**src/rtl/fetch_queue.sv**
```systemverilog
// rtl/fetch_queue.sv - instruction prefetch queue with pipelined imem requests and redirect flush
// Optional same-cycle response-to-decode bypass: FETCH_QUEUE_BYPASS_EN
module fetch_queue #(
  parameter int          DEPTH           = 4,
  parameter int          MAX_OUTSTANDING = 2,
  parameter logic [31:0] RESET_PC        = 32'h0
) (
  input  logic                       clk,
  input  logic                       rst,
  input  logic                       redirect_valid,
  input  logic [31:0]                redirect_pc,
  output logic                       imem_req_valid,
  input  logic                       imem_req_ready,
  output logic [31:0]                imem_req_addr,
  input  logic                       imem_rsp_valid,
  input  logic [31:0]                imem_rsp_data,
  output logic                       deq_valid,
  input  logic                       deq_ready,
  output logic [31:0]                deq_pc,
  output logic [31:0]                deq_instr,
  output logic [$clog2(DEPTH+1)-1:0] count
);

  localparam int PW = $clog2(DEPTH);
  localparam int CW = $clog2(DEPTH+1);
  localparam int OW = $clog2(MAX_OUTSTANDING+1);
  localparam logic [CW-1:0] DEPTH_C = CW'(DEPTH);
  localparam logic [OW:0]   MAX_C   = (OW+1)'(MAX_OUTSTANDING);

  logic [31:0]      pc_mem    [DEPTH];
  logic [31:0]      instr_mem [DEPTH];
  logic [DEPTH-1:0] filled;
  logic [PW-1:0]    head, tail, fill_ptr;
  logic [31:0]      fetch_pc;
  logic [OW-1:0]    outstanding, drop_cnt;

  logic [OW:0] in_flight;
  logic        accept, rsp_keep, head_filled, bypass, deq_fire;
  logic        unused_redirect_bits;

  assign unused_redirect_bits = ^redirect_pc[1:0];

  // Dropped requests still occupy imem slots, so they count against the limit.
  assign in_flight      = {1'b0, outstanding} + {1'b0, drop_cnt};
  assign imem_req_valid = !rst && !redirect_valid && (count < DEPTH_C) && (in_flight < MAX_C);
  assign imem_req_addr  = fetch_pc;
  assign accept         = imem_req_valid && imem_req_ready;
  assign rsp_keep       = imem_rsp_valid && (drop_cnt == '0) && !redirect_valid;
  assign head_filled    = (count != '0) && filled[head];

`ifdef FETCH_QUEUE_BYPASS_EN
  // Single unfilled entry means fill_ptr == head, so the arriving word is the head's.
  assign bypass = (count == CW'(1)) && !filled[head] && (drop_cnt == '0) &&
                  imem_rsp_valid && !redirect_valid;
`else
  assign bypass = 1'b0;
`endif

  assign deq_valid = (head_filled && !redirect_valid) || bypass;
  assign deq_pc    = pc_mem[head];
  assign deq_instr = bypass ? imem_rsp_data : instr_mem[head];
  assign deq_fire  = deq_valid && deq_ready;

  always_ff @(posedge clk) begin
    if (rst) begin
      head        <= '0;
      tail        <= '0;
      fill_ptr    <= '0;
      filled      <= '0;
      count       <= '0;
      fetch_pc    <= RESET_PC;
      outstanding <= '0;
      drop_cnt    <= '0;
    end else if (redirect_valid) begin
      head        <= '0;
      tail        <= '0;
      fill_ptr    <= '0;
      filled      <= '0;
      count       <= '0;
      fetch_pc    <= {redirect_pc[31:2], 2'b00};
      outstanding <= '0;
      drop_cnt    <= drop_cnt + outstanding - OW'(imem_rsp_valid);
    end else begin
      if (accept) begin
        pc_mem[tail] <= fetch_pc;
        filled[tail] <= 1'b0;
        tail         <= tail + 1'b1;
        fetch_pc     <= fetch_pc + 32'd4;
      end
      if (imem_rsp_valid && (drop_cnt != '0))
        drop_cnt <= drop_cnt - 1'b1;
      if (rsp_keep) begin
        instr_mem[fill_ptr] <= imem_rsp_data;
        filled[fill_ptr]    <= 1'b1;
        fill_ptr            <= fill_ptr + 1'b1;
      end
      if (deq_fire)
        head <= head + 1'b1;
      count       <= count + CW'(accept) - CW'(deq_fire);
      outstanding <= outstanding + OW'(accept) - OW'(rsp_keep);
    end
  end

endmodule

```
**config.mk**
```make
export PLATFORM = sky130hd
export DESIGN_NAME = fetch_queue
export DESIGN_NICKNAME = d
export VERILOG_FILES = /design/src/rtl/fetch_queue.sv
export SDC_FILE = /design/constraint.sdc
export NUM_CORES = 1
export LEC_CHECK = 0
export CELL_PAD_IN_SITES_DETAIL_PLACEMENT = 1
export CELL_PAD_IN_SITES_GLOBAL_PLACEMENT = 2
export CORE_MARGIN = 2
export CORE_UTILIZATION = 36
export DETAILED_ROUTE_END_ITERATION = 10
export PLACE_DENSITY_LB_ADDON = 0.1
export SKIP_LAST_GASP = 1
export SYNTH_ARGS = -nofsm -noshare
export SYNTH_HDL_FRONTEND = slang
export SYNTH_SLANG_ARGS = --single-unit
```
**constraint.sdc**
```tcl
create_clock -name clk -period 3.45 [get_ports clk]
set_clock_uncertainty 0.05 [all_clocks]
set_input_delay 0.345 -clock clk [delete_from_list [all_inputs] [get_ports clk]]
set_output_delay 0.345 -clock clk [all_outputs]
set_load 0.02 [all_outputs]
```
# Word-level counts from Yosys, hierarchy flattened
# Memories as Yosys holds them, arrays and structs flattened. A register that Yosys moved wholly into a read port is not among the register bits.
# Cells that the tools add are included.
dict set report totals {
  out_inout_bits 101
  ramBits 256
  memories 2
  regBits 49
}
dict set report classes {
  n_addsub 12
  order_cmp 7
  n_mux 26
  n_reduce_logical 20
  bitwise 3
}
# name words width read_ports rd_ports_with_merged_regs write_ports line
set memory_table {}
lappend memory_table {instr_mem 4 32 1 1 1 31} ;# logic [31:0] instr_mem [DEPTH];
lappend memory_table {pc_mem 4 32 1 1 1 30} ;# logic [31:0] pc_mem [DEPTH];
# operator n
set ops {}
lappend ops {{2-to-1 mux 32 bit} 2}
lappend ops {{adder 32 x 3 -> 32 bit (second input constant)} 1}
lappend ops {{2-to-1 mux 4 bit} 4}
lappend ops {{logical AND 1 bit} 12}
lappend ops {{2-to-1 mux 2 bit} 6}
lappend ops {{2-to-1 mux 1 bit} 11}
lappend ops {{less-than comparator 2 x 3 -> 1 bit (second input constant)} 3}
lappend ops {{adder 2 x 1 -> 2 bit (second input constant)} 3}
lappend ops {{nonzero test 2 bit} 3}
lappend ops {{bitwise AND 4 bit} 1}
lappend ops {{demux 1 bit (select 2 bit)} 2}
lappend ops {{>= comparator 2 x 1 -> 1 bit (second input constant)} 2}
lappend ops {{NOT 4 bit} 1}
lappend ops {{OR 4 bit} 1}
lappend ops {{subtractor 2 x 1 -> 2 bit} 2}
lappend ops {{adder 2 x 2 -> 3 bit} 1}
lappend ops {{adder 3 x 1 -> 3 bit} 1}
lappend ops {{less-than comparator 3 x 2 -> 1 bit (second input constant)} 1}
lappend ops {{less-than comparator 3 bit (second input constant)} 1}
lappend ops {{nonzero test 3 bit} 1}
lappend ops {{subtractor 3 x 1 -> 3 bit} 1}
lappend ops {{adder 2 x 1 -> 2 bit} 1}
lappend ops {{adder 2 bit} 1}
lappend ops {{binary-select mux 1 bit (select 2 bit)} 1}
lappend ops {{4 further kinds} 5}

# Longest topological paths before layout
# Gate-level depths: netlist (run 1).
dict set report depth {
  word_depth 11
  depth_mapped 14
}

# Worst setup path before layout (run 1)
# OpenSTA, ideal clock, no wires.
dict set report synth_path {
  path_type {reg2reg}
  startpoint {register outstanding[0]}
  endpoint {memory pc_mem[0][10], enable pin}
  setup_time_ps 385
  t_required_ps 3015
  stages_incl_launch_ff 9
  period_less_slack_ps 3262
  path_slack_ps 188
  arrival_time_ps 2827
  n_path_buf 2
  path_cell_list {dfxtp_1 > and2_1 > fa_1 > nor4b_4 > and2_1 > clkbuf_1 > clkbuf_1 > nand2_1 > inv_1}
}
dict set report synth_via {
  elab_chain_cells 8
}
# element line
set synth_rtl {}
lappend synth_rtl {{from (decl)} 35} ;# logic [OW-1:0] outstanding, drop_cnt;
lappend synth_rtl {{from (signal assigned)} 100} ;# outstanding <= outstanding + OW'(accept) - OW'(rsp_keep);
lappend synth_rtl {{adder 2 x 2 -> 3 bit} 44} ;# assign in_flight = {1'b0, outstanding} + {1'b0, drop_cnt};
lappend synth_rtl {{less-than comparator 3 x 2 -> 1 bit} 45} ;# assign imem_req_valid = !rst && !redirect_valid && (count < DEPTH_C) && (in_flight < MAX_C);
lappend synth_rtl {{logical AND 1 bit} 45}
lappend synth_rtl {{logical AND 1 bit} 47} ;# assign accept = imem_req_valid && imem_req_ready;
lappend synth_rtl {{2-to-1 mux 1 bit} 84} ;# if (accept) begin
lappend synth_rtl {{2-to-1 mux 1 bit} 74} ;# end else if (redirect_valid) begin
lappend synth_rtl {{2-to-1 mux 1 bit} 65} ;# if (rst) begin
lappend synth_rtl {{2-to-1 mux 1 bit (implied by the code)} 85} ;# pc_mem[tail] <= fetch_pc;
lappend synth_rtl {{to (decl)} 30}
# Every way passes these cells.

# Worst setup path after layout (run 1)
dict set report layout_path {
  startpoint {register outstanding[0]}
  endpoint {register fetch_pc[29], in the netlist imem_req_addr[29]}
}
dict set report layout_via {
  elab_chain_cells 5
}
# element line
set layout_rtl {}
lappend layout_rtl {{adder 2 x 2 -> 3 bit} 44}
lappend layout_rtl {{less-than comparator 3 x 2 -> 1 bit} 45}
lappend layout_rtl {{logical AND 1 bit} 45}
lappend layout_rtl {{logical AND 1 bit} 47}
lappend layout_rtl {{nonzero test 2 bit (no source line)} n/a}
lappend layout_rtl {{to (signal assigned)} 80} ;# fetch_pc <= {redirect_pc[31:2], 2'b00};
lappend layout_rtl {{to (signal assigned)} 88} ;# fetch_pc <= fetch_pc + 32'd4;
lappend layout_rtl {{to (decl)} 34} ;# logic [31:0] fetch_pc;
# Every way passes these cells.
# A chain may end at the register's enable or synchronous reset.

==> summary.md, run 1 <==
| Metric | Value |
|---|---|
| H-tree Lvls | `2` |
| Total negative slack | `0 ps` |
| Max Clk Rate | `328.3 MHz` |
| Placed Cells incl. Taps | `about 1300` |
| Post-Place Worst Slack | `around 380 ps` |
| Worst path cell trace | `and2_1 -> fa_1 -> nor4b_4 -> buf_4 -> nand4_4 -> or3_1 -> or4_1 -> a311oi_1` |
| Start of the worst register-to-register path | `outstanding[0]` |
| I/O Buffers | `164` |
| Number of top-level pins | `171` |
| GPL Wtd Cong | `between 0.7 and 0.8` |
| Wire per inst | `21.41 um` |
| Flops & latches, synth | `between 200 and 300` |
| First-pass GRT wire length | `43440 um` |
| Register clock-pin slew on the reported worst setup and hold paths | `about 60 ps` |
| Fillers | `3153` |
| Cts repair resizes | `0` |
| Unique masters post-synth | `49` |
| Final ANT Viol Nets | `0` |
| Post-synthesis sequential area ratio | `0.7168` |
| TritonCTS Buffers | `35` |
| Final hold vios | `0` |
| Area Growth Syn to Fin | `28.88%` |
| VDD IR max | `about 320 uV` |
| Leakage Power | `4.895 nW` |
| Post-DR vias/cell | `5.064` |
| Final setup margin | `403.9 ps` |
| Setup violations, final | `0` |
| CTS tree | `done` |
| Family with the most delay on the worst path | `simple AND/OR/NAND/NOR gates` |
| Clk_lat worst skew | `510 ps` |
| Commonest cells after routing, fill and taps aside | `248 x edfxtp_1, 164 x clkdlybuf4s50_1, 63 x mux4_2` |
| Die Ht | `roughly 180 um` |
| Final Net Count | `956` |
| Yosys warning count | `0` |
| CP max-delay cell | `or3_1` |
| Power Density | `around 530 nW/um^2` |
| Hold depth | `3` |
| Slew headroom | `0.6296` |
| Drt pass-1 iters | `4` |
| Routed wire length | `28540 um` |
| Clock sinks | `297` |
| Slew Limit Fails | `0` |
| Area of the multi-input gates | `3107 um^2` |
| Critical path startpoint category | `flop` |
| Kind of end point of the critical path | `flop` |
| Final Critical Period | `3046 ps` |
| Worst Path Buf+Inv | `1` |
| Crit path max fanout | `8` |
| Crit Reg-Reg Endpoint | `imem_req_addr[29]` |
| Most common cell after layout, fill and taps aside | `edfxtp_1` |
| Full die area | `34120 um^2` |
| Ys flop type | `edfxtp_1` |
| Hold endpoint | `imem_req_addr[8]` |
| Synth Instances | `674` |
| RSZ-0062 raised after global routing | `no` |
| CP max stage delay | `roughly 540 ps` |
| GRT overflow | `0` |
| Post-Syn Area | `about 12000 um^2` |
| Via count | `between 6000 and 7000` |
| R2R setup slack | `400 ps` |
| Starting density of the core | `0.3632` |
| Ant diodes | `0` |
| Share of layout cells above drive strength 1 | `0.1650` |
| HP Class | `in2reg` |
| Worst-margin pin slew | `555.7 ps` |
| Clock Tree Buf Depth | `3` |
| Asr flop ratio synth | `0` |
| Status | `complete, no violations` |
| Die width | `184.7 um` |
| DRC | `0` |
| Core box area | `~32000 um^2` |
| Antenna violations before repair | `0` |
| Min Hold Slack | `368.7 ps` |
| HP Start | `redirect_pc[8]` |
| Clock Root Buffer | `clkbuf_16` |
| Largest net degree at the start of global routing | `42` |
| Top cell type's share of synthesized area | `0.6334` |
| # rows | `66` |
| DR iter-0 viols | `368` |
| WP data required | `3830 ps` |
| GR Util All Layers | `0.1693` |
| Util after Layout | `0.4681` |
| Final worst-path cycle share | `0.8829` |
| Vias in the first global route | `~7400` |
| Setup bufs post-CTS | `0` |
| Largest area contributor in the netlist | `edfxtp_1` |
| Finished Cell Area | `15150 um^2` |
| Largest cells by area after synthesis | `edfxtp_1 63%, mux4_2 12%, dfxtp_1 8.3%, ha_1 1.8%, a21oi_1 1.1%` |
| Placed cell area | `about 14000 um^2` |
| Crit path DAT | `3420 ps` |
| Crit Path Category | `reg2reg` |
| Final Total Pwr | `8.087 mW` |
| Hpwl dp | `18200 um` |
| Syn avg cell area | `approximately 17 um^2` |
| Max Cap Viol | `0` |
| EDFF count, synth | `248` |
| Area taken by flip-flops and latches | `8433 um^2` |
| Final cell count without fillers | `1333` |
| Hold buffer count at cts | `0` |
| Cells on worst reg2reg path | `8` |
-- cell usage after synthesis (3+ instances only) --
library cell,number
inv_1,21
nor2_1,30
and2_1,12
xor2_1,5
a211oi_1,3
nor4_1,7
a21oi_1,27
a31oi_1,10
buf_4,4
xnor2_1,14
nor3_1,11
and3_1,3
edfxtp_1,248
nand3_1,10
dfxtp_1,49
or3_1,5
o22ai_1,5
and4_1,5
clkbuf_1,23
ha_1,17
buf_1,9
nand4_1,9
o211ai_1,7
nand2_1,33
mux4_2,63
a22oi_1,7
o21ai_0,8
-- how the worst max path moves through the flow --
stage                               from  slack (ps)  cells after the start           endpoint
after floorplan           outstanding[0]         190                      8      pc_mem[0][10]
after global placement    outstanding[0]         450                      8  imem_req_addr[29]
after detailed placement  outstanding[0]         380                      8  imem_req_addr[29]
after CTS                 outstanding[0]         370                      8  imem_req_addr[29]
after global routing         drop_cnt[0]         210                      8  imem_req_addr[29]
final                     outstanding[0]         400                      8  imem_req_addr[29]
-- routing by layer --
| layer | track usage | routed length [um] |
|---|---|---|
| met5 | 0 | 0 |
| met4 | 0.04317 | 452 |
| met3 | 0.03181 | 1389 |
| met2 | 0.2832 | 14110 |
| met1 | 0.2283 | 12580 |
-- logic make-up (layout without fill, tap and decap cells) --
| group | after synthesis | in the layout | share of synthesized area |
|---|---|---|---|
| flip-flops | 297 | 297 | 0.7168 |
| AND/OR/NAND/NOR | 137 | 137 | 0.06342 |
| AO/OA/AOI/OAI | 79 | 79 | 0.04225 |
| multiplexers | 64 | 64 | 0.1216 |
| buffers and inverters | 58 | 272 | 0.01990 |
| adder cells (fa/ha/maj) | 19 | 19 | 0.02150 |
| XOR/XNOR | 19 | 19 | 0.01415 |
| other | 1 | 4 | 0.0003189 |
-- worst min-delay path: stages --
cell and delay (ps):
clkdlybuf4s50_1 410, nand2_1 70, a21oi_1 50
-- area by class of cell --
cell class                 count  share of cell area
sequential                   297              0.5565
multi-input combinational    322              0.2050
timing repair buffer         190              0.1237
clock buffer                  45             0.06300
tap                          442             0.03650
clock inverter                16             0.01007
inverter                      21            0.005202
-- power by group --
part,switching [mW],internal (mW),total (mW),leakage (nW)
Clock,1.41,2.11,3.52,0.528
Combinational,0.276,0.257,0.533,1.70
Sequential,0.0712,3.96,4.03,2.66
-- sequential cells by signal, summed over array words and instances, names as in the netlist, named ones only --
register	count
fill_ptr	2
head	2
imem_req_addr	30
outstanding	2
count	3
tail	2
pc_mem	120
filled	4
instr_mem	128
drop_cnt	2
(Power assumes the default switching activity.)
==> run 2, diff against run 1 <==
--- a/config.mk
+++ b/config.mk
@@ -11,6 +11,7 @@
 export CORE_UTILIZATION = 36
 export DETAILED_ROUTE_END_ITERATION = 10
 export PLACE_DENSITY_LB_ADDON = 0.1
+export SKIP_CTS_REPAIR_TIMING = 1
 export SKIP_LAST_GASP = 1
 export SYNTH_ARGS = -nofsm -noshare
 export SYNTH_HDL_FRONTEND = slang
==> results of run 2 <==
No change in the layout: final DEF, timing and power equal those of run 1.
==> run 3, diff against run 2 <==
--- a/config.mk
+++ b/config.mk
@@ -5,10 +5,11 @@
 export SDC_FILE = /design/constraint.sdc
 export NUM_CORES = 1
 export LEC_CHECK = 0
+export ABC_AREA = 1
 export CELL_PAD_IN_SITES_DETAIL_PLACEMENT = 1
 export CELL_PAD_IN_SITES_GLOBAL_PLACEMENT = 2
 export CORE_MARGIN = 2
-export CORE_UTILIZATION = 36
+export CORE_UTILIZATION = 32
 export DETAILED_ROUTE_END_ITERATION = 10
 export PLACE_DENSITY_LB_ADDON = 0.1
 export SKIP_CTS_REPAIR_TIMING = 1
==> run 3 against run 2 <==
Compared with the run above:
- worst hold slack got worse by 220 ps
- flip-flop and latch count did not move
- synthesized area rose by 4.7%
- global-route usage fell by 0.055 points
==> summary.md, run 3 <==
| Metric | Value |
|---|---|
| Synth Instances | `1100 (was 674)` |
| Commonest cells after routing, fill and taps aside | `248 x edfxtp_1, 173 x nor2_1, 163 x clkdlybuf4s50_1 (was 248 x edfxtp_1, 164 x clkdlybuf4s50_1, 63 x mux4_2)` |
| GR Util All Layers | `0.1687 (was 0.1693)` |
| DRC | `0 (unchanged)` |
| GRT overflow | `0 (unchanged)` |
| Ant diodes | `0 (unchanged)` |
| Post-synthesis sequential area ratio | `0.6847 (was 0.7168)` |
| Simple-gate share of the synthesized area | `0.1254 (was 0.06342)` |
| HP Class | `in2reg (unchanged)` |
| Total negative slack | `0 ps (unchanged)` |
| Post-DR vias/cell | `4.750 (was 5.064)` |
| Area Growth Syn to Fin | `27.40% (was 28.88%)` |
| Crit Reg-Reg Endpoint | `count[2] (was imem_req_addr[29])` |
| Slew Limit Fails | `0 (unchanged)` |
| Area taken by flip-flops and latches | `8433 um^2 (unchanged)` |
| Max reg flops | `128 (unchanged)` |
| Slew headroom | `0.6138 (was 0.6296)` |
| Top cell type's share of synthesized area | `0.6050 (was 0.6334)` |
| Status | `complete, no violations (unchanged)` |
| Kind of end point of the critical path | `output pin (was flop)` |
| Final worst-path cycle share | `0.8717 (was 0.8829)` |
| Most common cell after layout, fill and taps aside | `edfxtp_1 (unchanged)` |
| Largest family of logic cells by synthesized area | `simple AND/OR/NAND/NOR gates (was multiplexers)` |
| Full die area | `40050 um^2 (was 34120 um^2)` |
| Placed Cells incl. Taps | `1737 (was 1272)` |
| Wire per inst | `18.79 um (was 21.41 um)` |
| I/O Buffers | `164 (unchanged)` |
| Crit path max fanout | `124 (was 8)` |
| Syn avg cell area | `11.19 um^2 (was 17.44 um^2)` |
| Max Cap Viol | `0 (unchanged)` |
| Top reg by flops | `instr_mem (unchanged)` |
| Critical path startpoint category | `flop (unchanged)` |
| Leakage Power | `5.480 nW (was 4.895 nW)` |
| Core box area | `37760 um^2 (was 32370 um^2)` |
| GPL Wtd Cong | `0.7309 (was 0.7411)` |
| Share of layout cells above drive strength 1 | `0.07674 (was 0.1650)` |
| Start of the worst register-to-register path | `outstanding[0] (unchanged)` |
| Final Net Count | `1352 (was 956)` |
| Worst-margin pin slew | `579.3 ps (was 555.7 ps)` |
| Setup violations, final | `0 (unchanged)` |
| Starting density of the core | `0.3260 (was 0.3632)` |
| Compound-cell area share of the yosys netlist | `0.1132 (was 0.04225)` |
| Hpwl dp | `20910 um (was 18200 um)` |
| # rows | `71 (was 66)` |
| First-pass GRT wire length | `52390 um (was 43440 um)` |
| H-tree Lvls | `2 (unchanged)` |
| Multiplexer share of the synthesized area | `0 (was 0.1216)` |
| Post-Syn Area | `12310 um^2 (was 11760 um^2)` |
| DR iter-0 viols | `428 (was 368)` |
| Final hold vios | `0 (unchanged)` |
| Clock Root Buffer | `clkbuf_16 (unchanged)` |
| Xor/xnor share of the synthesized area | `0.009961 (was 0.01415)` |
| Flops & latches, synth | `297 (unchanged)` |
| TritonCTS Buffers | `35 (unchanged)` |
| Vias in the first global route | `8935 (was 7398)` |
| Final Total Pwr | `8.007 mW (was 8.087 mW)` |
| Clk_lat worst skew | `510 ps (about the same)` |
| RSZ-0062 raised after global routing | `no (unchanged)` |
| Crit Path Category | `reg2out (was reg2reg)` |
| Clock Tree Buf Depth | `3 (unchanged)` |
| Asr flop ratio synth | `0 (unchanged)` |
| Die Ht | `200.1 um (was 184.7 um)` |
| Fillers | `4062 (was 3153)` |
| Yosys warning count | `0 (unchanged)` |
| HP Start | `rst (was redirect_pc[8])` |
| Crit path DAT | `2610 ps (was 3420 ps)` |
| Final ANT Viol Nets | `0 (unchanged)` |
| Clock sinks | `297 (unchanged)` |
| Number of top-level pins | `171 (unchanged)` |
| Routed wire length | `33850 um (was 28540 um)` |
| Final cell count without fillers | `1801 (was 1333)` |
| Area of the multi-input gates | `3368 um^2 (was 3107 um^2)` |
| VDD IR max | `283.5 uV (was 320.8 uV)` |
| Final Critical Period | `3007 ps (was 3046 ps)` |
| EDFF count, synth | `248 (unchanged)` |
| Largest area contributor in the netlist | `edfxtp_1 (unchanged)` |
| Cells on worst reg2reg path | `13 (was 8)` |
| Antenna violations before repair | `0 (unchanged)` |
| Drt pass-1 iters | `4 (unchanged)` |
| Register clock-pin slew on the reported worst setup and hold paths | `60 ps (about the same)` |
| Die width | `200.1 um (was 184.7 um)` |
| Max Clk Rate | `332.5 MHz (was 328.3 MHz)` |
| Via count | `8555 (was 6750)` |
| Top-count cell post-synth | `edfxtp_1 (unchanged)` |
| Power Density | `510.5 nW/um^2 (was 533.7 nW/um^2)` |
| Largest net degree at the start of global routing | `125 (was 42)` |
| R2R setup slack | `760 ps (was 400 ps)` |
| Hold depth | `4 (was 3)` |
| Unique masters post-synth | `35 (was 49)` |
| WP data required | `3050 ps (was 3830 ps)` |
| Largest cells by area after synthesis | `edfxtp_1 61%, dfxtp_1 8.0%, o21ai_0 6.1%, nor2_1 5.5%, nand2_1 4.0% (was edfxtp_1 63%, mux4_2 12%, dfxtp_1 8.3%, ha_1 1.8%, a21oi_1 1.1%)` |
| Ys flop type | `edfxtp_1 (unchanged)` |
| Synth Area in Adders | `0.02053 (was 0.02150)` |
| Commonest cells in the synthesized netlist | `248 x edfxtp_1, 181 x nor2_1, 149 x o21ai_0, 132 x nand2_1, 74 x inv_1 (was 248 x edfxtp_1, 63 x mux4_2, 49 x dfxtp_1, 33 x nand2_1, 30 x nor2_1)` |
| CTS tree | `done (unchanged)` |
run 3: cell families (layout without fill, tap and decap cells):
family                     count (synthesis)  after routing
AOI/OAI and AO/OA                        260            260
xor gates and xnor gates                  14             14
buffers and inverters                    136            323
adders and majority gates                 19             19
DFF                                      297            297
and+or+nand+nor                          373            373
other                                      1              4
run 3: where the power goes:
| part | switching [mW] | total (mW) | internal (mW) |
|---|---|---|---|
| clock network | 1.40 | 3.48 | 2.08 |
| logic | 0.273 | 0.490 | 0.217 |
| registers | 0.0797 | 4.04 | 3.96 |
run 3: worst max-delay path, cell delays in order (launching register included):
cell and delay (ps):
dfxtp_4 360, buf_12 380, o21ai_0 180, o22ai_1 390, clkdlybuf4s50_1 700
run 3: worst max-delay path by stage:
| stage | depth (start not counted) | slack [ps] | start | to |
|---|---|---|---|---|
| 3_5_place_dp | 6 | 610 | redirect_valid | instr_mem[1][27] |
| 3_3_place_gp | 6 | 650 | redirect_valid | instr_mem[1][24] |
| 4_1_cts | 4 | 460 | flop | deq_pc[16] |
| 6_report | 4 | 440 | flop | deq_pc[16] |
| 2_1_floorplan | 7 | 240 | outstanding[0] | pc_mem[0][10] |
| 5_1_grt | 4 | 380 | flop | deq_pc[16] |
run 3: per-layer routing:
| metal | wire (um) | global-route usage | share of wire | vias to the layer above |
|---|---|---|---|---|
| met2 | 16440 | 0.2938 | 0.49 | 168 |
| met5 | 0 | 0 | 0 | - |
| met1 | 15630 | 0.2213 | 0.46 | 4159 |
| met4 | 554 | 0.03651 | 0.016 | 0 |
| met3 | 1225 | 0.02733 | 0.036 | 39 |
| li1 | - | - | - | 4189 |
run 3: cell type report:
type | instances | area share
sequential | 297 | 0.5377
clock buffer | 48 | 0.06032
multi-input combinational | 670 | 0.2148
clock inverter | 16 | 0.008936
timing repair buffer | 180 | 0.1184
tap | 511 | 0.04077
inverter | 79 | 0.01907
run 3: through the flow:
stage | worst slack (ps) | instance area [um^2] | hold slack [ps] | utilization
4_1_cts | 457.3 | 15680 | 114.7 | 0.4154
3_5_place_dp | 605.1 | 14600 | 424.3 | 0.3866
3_3_place_gp | 648.1 | 14600 | 418.7 | 0.3866
5_1_grt | 376.6 | 15680 | 158.2 | 0.4154
2_1_floorplan | 244.2 | 12320 | 393.9 | -
6_report | 442.5 | 15680 | 145.1 | 0.4154
